$ cat config.mk
export PLATFORM = sky130hd
export DESIGN_NAME = regfile_arbiter
export DESIGN_NICKNAME = d
export VERILOG_FILES = /design/src/rtl/regfile_arbiter.sv
export SDC_FILE = /design/constraint.sdc
export NUM_CORES = 1
export LEC_CHECK = 0
export CORE_MARGIN = 1
export CORE_UTILIZATION = 60
export CTS_BUF_LIST = sky130_fd_sc_hd__clkbuf_16
export DETAILED_ROUTE_END_ITERATION = 8
export PLACE_DENSITY = 0.81
export SLEW_MARGIN = 25
export SYNTH_ARGS = -nofsm -noshare
export SYNTH_HDL_FRONTEND = slang
export SYNTH_SLANG_ARGS = --single-unit
$ cat constraint.sdc
create_clock -name clk -period 5.02 [get_ports clk]
set_input_delay 0.753 -clock clk [delete_from_list [all_inputs] [get_ports clk]]
set_output_delay 0.753 -clock clk [all_outputs]
set_load 0.02 [all_outputs]
$ cat src/rtl/regfile_arbiter.sv
// Two-port (A/B) valid/ready front end to one 2**AW x DW register file, with a clear sweep after reset/clr_start.
// Latency: writes commit at the accepting edge; read data/rvalid one cycle after acceptance.
// Backpressure: one grant per cycle, round-robin (fixed A-priority if REGFILE_ARB_FIXED_PRIO_EN); none during clear.
module regfile_arbiter #(
  parameter int AW = 4,
  parameter int DW = 8
) (
  input  logic          clk,
  input  logic          rst,
  input  logic          clr_start,
  output logic          clr_busy,
  input  logic          a_valid,
  output logic          a_ready,
  input  logic          a_we,
  input  logic [AW-1:0] a_addr,
  input  logic [DW-1:0] a_wdata,
  output logic          a_rvalid,
  output logic [DW-1:0] a_rdata,
  input  logic          b_valid,
  output logic          b_ready,
  input  logic          b_we,
  input  logic [AW-1:0] b_addr,
  input  logic [DW-1:0] b_wdata,
  output logic          b_rvalid,
  output logic [DW-1:0] b_rdata
);

  typedef enum logic {ST_CLEAR, ST_RUN} state_t;

  state_t        state_q, state_d;
  logic [AW-1:0] clr_cnt_q, clr_cnt_d;
  logic [DW-1:0] mem_q [2**AW];
  logic          a_rvalid_q, b_rvalid_q;
  logic [DW-1:0] a_rdata_q, b_rdata_q;
  logic          a_gnt, b_gnt;
  logic          mem_we;
  logic [AW-1:0] mem_waddr;
  logic [DW-1:0] mem_wdata;

`ifndef REGFILE_ARB_FIXED_PRIO_EN
  logic last_b_q;
`endif

  always_comb begin
    a_gnt = 1'b0;
    b_gnt = 1'b0;
    if (state_q == ST_RUN) begin
`ifdef REGFILE_ARB_FIXED_PRIO_EN
      a_gnt = a_valid;
      b_gnt = b_valid & ~a_valid;
`else
      // On contention the requester not served last wins.
      if (a_valid && b_valid) begin
        a_gnt = last_b_q;
        b_gnt = ~last_b_q;
      end else begin
        a_gnt = a_valid;
        b_gnt = b_valid;
      end
`endif
    end
  end

  assign a_ready  = a_gnt;
  assign b_ready  = b_gnt;
  assign clr_busy = (state_q == ST_CLEAR);
  assign a_rvalid = a_rvalid_q;
  assign b_rvalid = b_rvalid_q;
  assign a_rdata  = a_rdata_q;
  assign b_rdata  = b_rdata_q;

  always_comb begin
    state_d   = state_q;
    clr_cnt_d = clr_cnt_q;
    case (state_q)
      ST_CLEAR: begin
        clr_cnt_d = clr_cnt_q + 1'b1;
        if (&clr_cnt_q) state_d = ST_RUN;
      end
      ST_RUN: begin
        if (clr_start) begin
          state_d   = ST_CLEAR;
          clr_cnt_d = '0;
        end
      end
      default: state_d = ST_CLEAR;
    endcase
  end

  always_comb begin
    mem_we    = 1'b0;
    mem_waddr = '0;
    mem_wdata = '0;
    if (state_q == ST_CLEAR) begin
      mem_we    = 1'b1;
      mem_waddr = clr_cnt_q;
    end else if (a_gnt && a_we) begin
      mem_we    = 1'b1;
      mem_waddr = a_addr;
      mem_wdata = a_wdata;
    end else if (b_gnt && b_we) begin
      mem_we    = 1'b1;
      mem_waddr = b_addr;
      mem_wdata = b_wdata;
    end
  end

  always_ff @(posedge clk) begin
    if (mem_we) mem_q[mem_waddr] <= mem_wdata;
  end

  always_ff @(posedge clk or posedge rst) begin
    if (rst) begin
      state_q    <= ST_CLEAR;
      clr_cnt_q  <= '0;
      a_rvalid_q <= 1'b0;
      b_rvalid_q <= 1'b0;
      a_rdata_q  <= '0;
      b_rdata_q  <= '0;
    end else begin
      state_q    <= state_d;
      clr_cnt_q  <= clr_cnt_d;
      a_rvalid_q <= a_gnt & ~a_we;
      b_rvalid_q <= b_gnt & ~b_we;
      if (a_gnt && !a_we) a_rdata_q <= mem_q[a_addr];
      if (b_gnt && !b_we) b_rdata_q <= mem_q[b_addr];
    end
  end

`ifndef REGFILE_ARB_FIXED_PRIO_EN
  always_ff @(posedge clk or posedge rst) begin
    if (rst) begin
      last_b_q <= 1'b1;
    end else if (a_gnt) begin
      last_b_q <= 1'b0;
    end else if (b_gnt) begin
      last_b_q <= 1'b1;
    end
  end
`endif

endmodule

# Word level (Yosys, flattened, before mapping)

Memories as Yosys holds them, arrays and structs flattened. A register that Yosys moved wholly into a read port is not among the register bits.
Index checks and enable logic that the tools add are counted.

Reduce and logical (&&, ||, !) cells: 9
Muxes and demuxes: 22
$add $sub $neg: 1
Bitwise operators: 6
Eq/ne operators: 1

Operators with widths:

| operator                                                       | count |
|---|---|
| 8-bit 2-to-1 mux                                               | 3 |
| 4-bit 2-to-1 mux                                               | 4 |
| 1-bit 2-to-1 mux                                               | 13 |
| 4-bit case mux with 2 select lines                             | 1 |
| 1-bit logical AND                                              | 5 |
| 4-bit by 1-bit adder with 4-bit output (second input constant) | 1 |
| 1-bit inverter                                                 | 4 |
| 4-bit AND reduction                                            | 1 |
| 1-bit AND                                                      | 2 |
| 1-bit logical NOT                                              | 2 |
| 2-bit inequality test (second input constant)                  | 1 |
| 1-bit case mux with 2 select lines                             | 1 |
| 2-bit nonzero test                                             | 1 |

Memories kept: 1
Memory bits (writable): 128
Register bits after elaboration: 8
Output and inout port bits: 21
Word-level logic and storage cells: 45

Memories:

| name  | depth | width | rd ports | clocked after Yosys merged registers in | wr ports | line | RTL |
|---|---|---|---|---|---|---|---|
| mem_q | 16    | 8     | 2        | 2                                       | 1        | 32   | `logic [DW-1:0] mem_q [2**AW];` |

# Longest topological paths before layout

Depth after elaboration: 9
Mapped depth: 7
Mapped depth without buffers: 5

# Worst setup path before layout

No wires, ideal clock.

Path type: input -> register
Start: input port b_addr[2]
End: memory mem_q[12][0] (enable)
Arrival time: 2.546 ns
Setup slack: 2.085 ns
Stages on the path: 7
Required time: 4.631 ns
Cell sequence: buf_2 buf_2 buf_4 nand4_1 a31oi_1 nand2_1 a311oi_1

Word-level cells in the longest chain between the ends: 3

RTL lines:

| item             | line | RTL |
|---|---|---|
| from (decl)      | 22   | `input logic [AW-1:0] b_addr,` |
| 4-bit 2-to-1 mux | 101  | `end else if (b_gnt && b_we) begin` |
| 4-bit 2-to-1 mux | 97   | `end else if (a_gnt && a_we) begin` |
| 4-bit 2-to-1 mux | 94   | `if (state_q == ST_CLEAR) begin` |
| to (decl)        | 32   |  |

No other way between the ends.

# Worst setup path after layout

Start: input port b_addr[3]
End: memory mem_q[8][6] (enable)

The elaborated chain is that of the path after synthesis.

==> impl_metrics.tcl <==
set metrics [dict create \
    finalSetupViolCount 0 \
    synth-seq-cells 152 \
    ant_nets 0 \
    placed_cells 570 \
    fin_nets 478 \
    numCtsBuffers 17 \
    max_freq_ghz 0.3113 \
    syn_inst 393 \
    ios 52 \
    htree_levels 4 \
    cp_top_family "buffers and inverters" \
    relSlewSlack_pct 29.83 \
    slew_viol_final 0 \
    clk_latency_ns 0.43 \
    overflow 0 \
    synthesis.area_sq_um 7009 \
    p_seq_share_pct 46.2 \
    leakage_nw 2.800 \
    finalClockSkew_ns 0.007866 \
    place_ws_ns 1.442 \
    grt_pass1_wl_mm 25.34 \
    via_per_inst 7.179 \
    fin_ws_ns 1.808 \
    yosysSeqAreaShare_pct 63.42 \
    cts_root_buffer "clkbuf_16" \
    arrival_ns 3.27 \
    ys_warn_count 0 \
    antenna_found_initial 0 \
    gp_congestion 0.9372 \
    initial_core_util_pct 61.39 \
    powerDensity_nw_per_um2 509.1 \
    start_kind "primary input" \
    hold_violations 0 \
    tritoncts "done" \
    ir_drop_mv 0.5974 \
    vias 4322 \
    cts_resized 0 \
    hp-class "reg -> reg" \
    synthAdderAreaFrac_pct 0.1785 \
    worstPathMaxFanout 20 \
    crit_chain "clkdlybuf4s50_1 > nand4_1 > a31oi_1 > nand2b_1 > nor2_1" \
    grt_use_total_pct 31.19 \
    port_buffers 51 \
    synthSimpleGateAreaFrac_pct 5.123 \
    worstPathRequired_ns 5.08 \
    routed_wl_mm 17.37 \
    hpwl_mm 11.95 \
    synth_xor_area_share_pct 0 \
    wl_per_cell_microns 28.85 \
    critPathMaxStageDelay_ns 1.11 \
    final-instance-count-excl-fill 602 \
    die_area_sq_um 12120 \
    internal_power_mw 2.915 \
    status "complete, no violations" \
    synth-compound-area-share_pct 6.783 \
    clk_pin_slew_worst_paths_ns 0.06 \
    n_fill_cell 690 \
    cts_hold_buf 0 \
    drc 0 \
    syn_nets 425 \
    dieWidth_microns 110.1 \
    clock-sinks 152 \
    syn_to_final_growth_pct 16.69 \
    cp.buffers_inverters 1 \
    syn_area_per_cell_sq_um 17.84 \
    clk_path_buf_depth 2 \
    row_count 39 \
    grt_max_degree 36 \
    synth_top_family_by_area "multiplexers" \
    n_antenna_cell 0 \
    period_needed_ns 3.212 \
    switching_share_pct 29.98 \
    first_pass_iters 6 \
    worstSetupPathType "in -> reg" \
    synthArstFlopShare_pct 15.79 \
    cap_violations 0 \
    grt_pass1_vias 4172 \
    switchingPower_mw 1.248 \
    synth_cell_type_count 43 \
    end_kind "register" \
    synth_ff_type "edfxtp_1" \
    chipHeight_microns 110.1 \
    final_core_util_pct 71.63 \
    rsz0062_at_grt "no" \
    tns_ns 0 \
    rrSetupSlack_ns 2.09 \
    drive_gt1_share_pct 25.05 \
    min_period_over_period_pct 63.99 \
    crit_path_top_delay_cell "clkdlybuf4s50_1" \
    synth-edff-count 128 \
    tightest_slew_ns 1.049 \
    p_clk_share_pct 29.4 \
    drt_iter0_drc 406 \
    combPwrFrac_pct 24.4 \
    coreArea_sq_um 11420 \
    post-cts-setup-buffers 0 \
    synth_mux_area_share_pct 22.49 \
]
-- tightest hold or removal path: cells and delay by family, from the launching register on --
family,cells,cell delay [ns]
DFF,1,0.34
AOI/OAI and AO/OA,1,0.08
and+or+nand+nor,1,0.06
-- cell usage after synthesis (2+ instances only) --
cell,number,area (sq um)
a221o_1,10,100.1
a22o_1,16,140.1
a22oi_1,10,75.07
a311oi_1,2,17.52
a31oi_1,3,18.77
buf_2,13,65.06
buf_4,2,15.01
clkbuf_1,7,26.28
dfrtp_1,23,575.6
edfxtp_1,128,3844
inv_1,5,18.77
mux2_2,8,90.09
mux2i_1,9,90.09
mux4_2,62,1396
nand2_1,23,86.33
nand2b_1,5,31.28
nand3_1,3,15.01
nand4_1,4,25.02
nor2_1,22,82.58
nor2b_1,3,18.77
o211ai_1,8,60.06
o21ai_0,6,30.03
-- state kept, by name, indices dropped and copies added (netlist names) --
| name | cells |
|---|---|
| b_rdata | 8 |
| last_b_q | 1 |
| state_q | 1 |
| a_rdata | 8 |
| a_rvalid | 1 |
| clr_cnt_q | 4 |
| mem_q | 128 |
| b_rvalid | 1 |
-- routing by layer --
layer / global-route usage [%] / wire [microns] / up-vias
met5: 0 / 0 / -
met4: 12.95 / 412 / 0
met3: 11.93 / 2406 / 36
met2: 44.64 / 7987 / 341
met1: 43.25 / 6562 / 2185
li1: - / - / 1760
-- cells in the final DEF, fill, tap and decap left out, types with 3 or more instances in the layout --
| cell | synthesis | final |
|---|---|---|
| edfxtp_1 | 128 | 128 |
| mux4_2 | 62 | 62 |
| clkdlybuf4s50_1 | 0 | 48 |
| nand2_1 | 23 | 23 |
| dfrtp_1 | 23 | 23 |
| nor2_1 | 22 | 22 |
| clkbuf_16 | 0 | 17 |
| a22o_1 | 16 | 16 |
| a22oi_1 | 10 | 10 |
| a221o_1 | 10 | 10 |
| mux2i_1 | 9 | 9 |
| mux2_2 | 8 | 8 |
| o211ai_1 | 8 | 8 |
| inv_1 | 5 | 6 |
| o21ai_0 | 6 | 6 |
| buf_4 | 2 | 6 |
| nand2b_1 | 5 | 5 |
| clkinv_2 | 0 | 5 |
| nand4_1 | 4 | 4 |
| nand3_1 | 3 | 3 |
| nor2b_1 | 3 | 3 |
| a31oi_1 | 3 | 3 |
| buf_2 | 13 | 3 |
-- worst paths after layout --
path | from | to | cells past startpoint
setup reg to reg | state_q | b_rdata[7] | 4
hold / removal | b_rdata[0] | b_rdata[0] | 2
setup / recovery | b_addr[3] | mem_q[8][6] | 5
hold reg to reg | b_rdata[0] | b_rdata[0] | 2
min in group asynchronous | rst | b_rdata[4] | 2
max in group asynchronous | rst | clr_cnt_q[3] | 2
-- cells by family after synthesis --
group           after synthesis
simple gates                 73
mux                          79
fa+ha+maj                     1
buf+inv                      29
flops                       152
compound gates               59
-- cell type report --
cell class                      count  area [sq um]  area share, %
Tap cell                          143         178.9          2.188
Multi-Input combinational cell    212          2429          29.69
Sequential cell                   152          4446          54.35
Timing Repair Buffer               57         540.5          6.609
Clock inverter                     15         137.6          1.683
Inverter                            6         22.52         0.2754
Clock buffer                       17         425.4          5.201
-- power groups by stage --
stage / Combinational (mW) / Clock (mW) / Sequential [mW]
CTS: 1.01 / 1.23 / 1.92
global placement: 0.972 / 0 / 1.92
global route: 1.08 / 1.28 / 1.95
finish: 1.02 / 1.22 / 1.92
detailed placement: 1.00 / 0 / 1.93
floorplan: 0.585 / 0 / 1.92
-- stage by stage --
stage          hold slack [ns]  instance area, sq um  total power, mW
2_1_floorplan           0.4754                  7009            2.509
3_3_place_gp            0.4936                  7611            2.893
3_5_place_dp            0.4995                  7611            2.933
4_1_cts                 0.5184                  8174            4.154
5_1_grt                 0.5381                  8179            4.316
6_report                0.5176                  8179            4.164
Note: power is estimated with default switching activity, not from simulation.
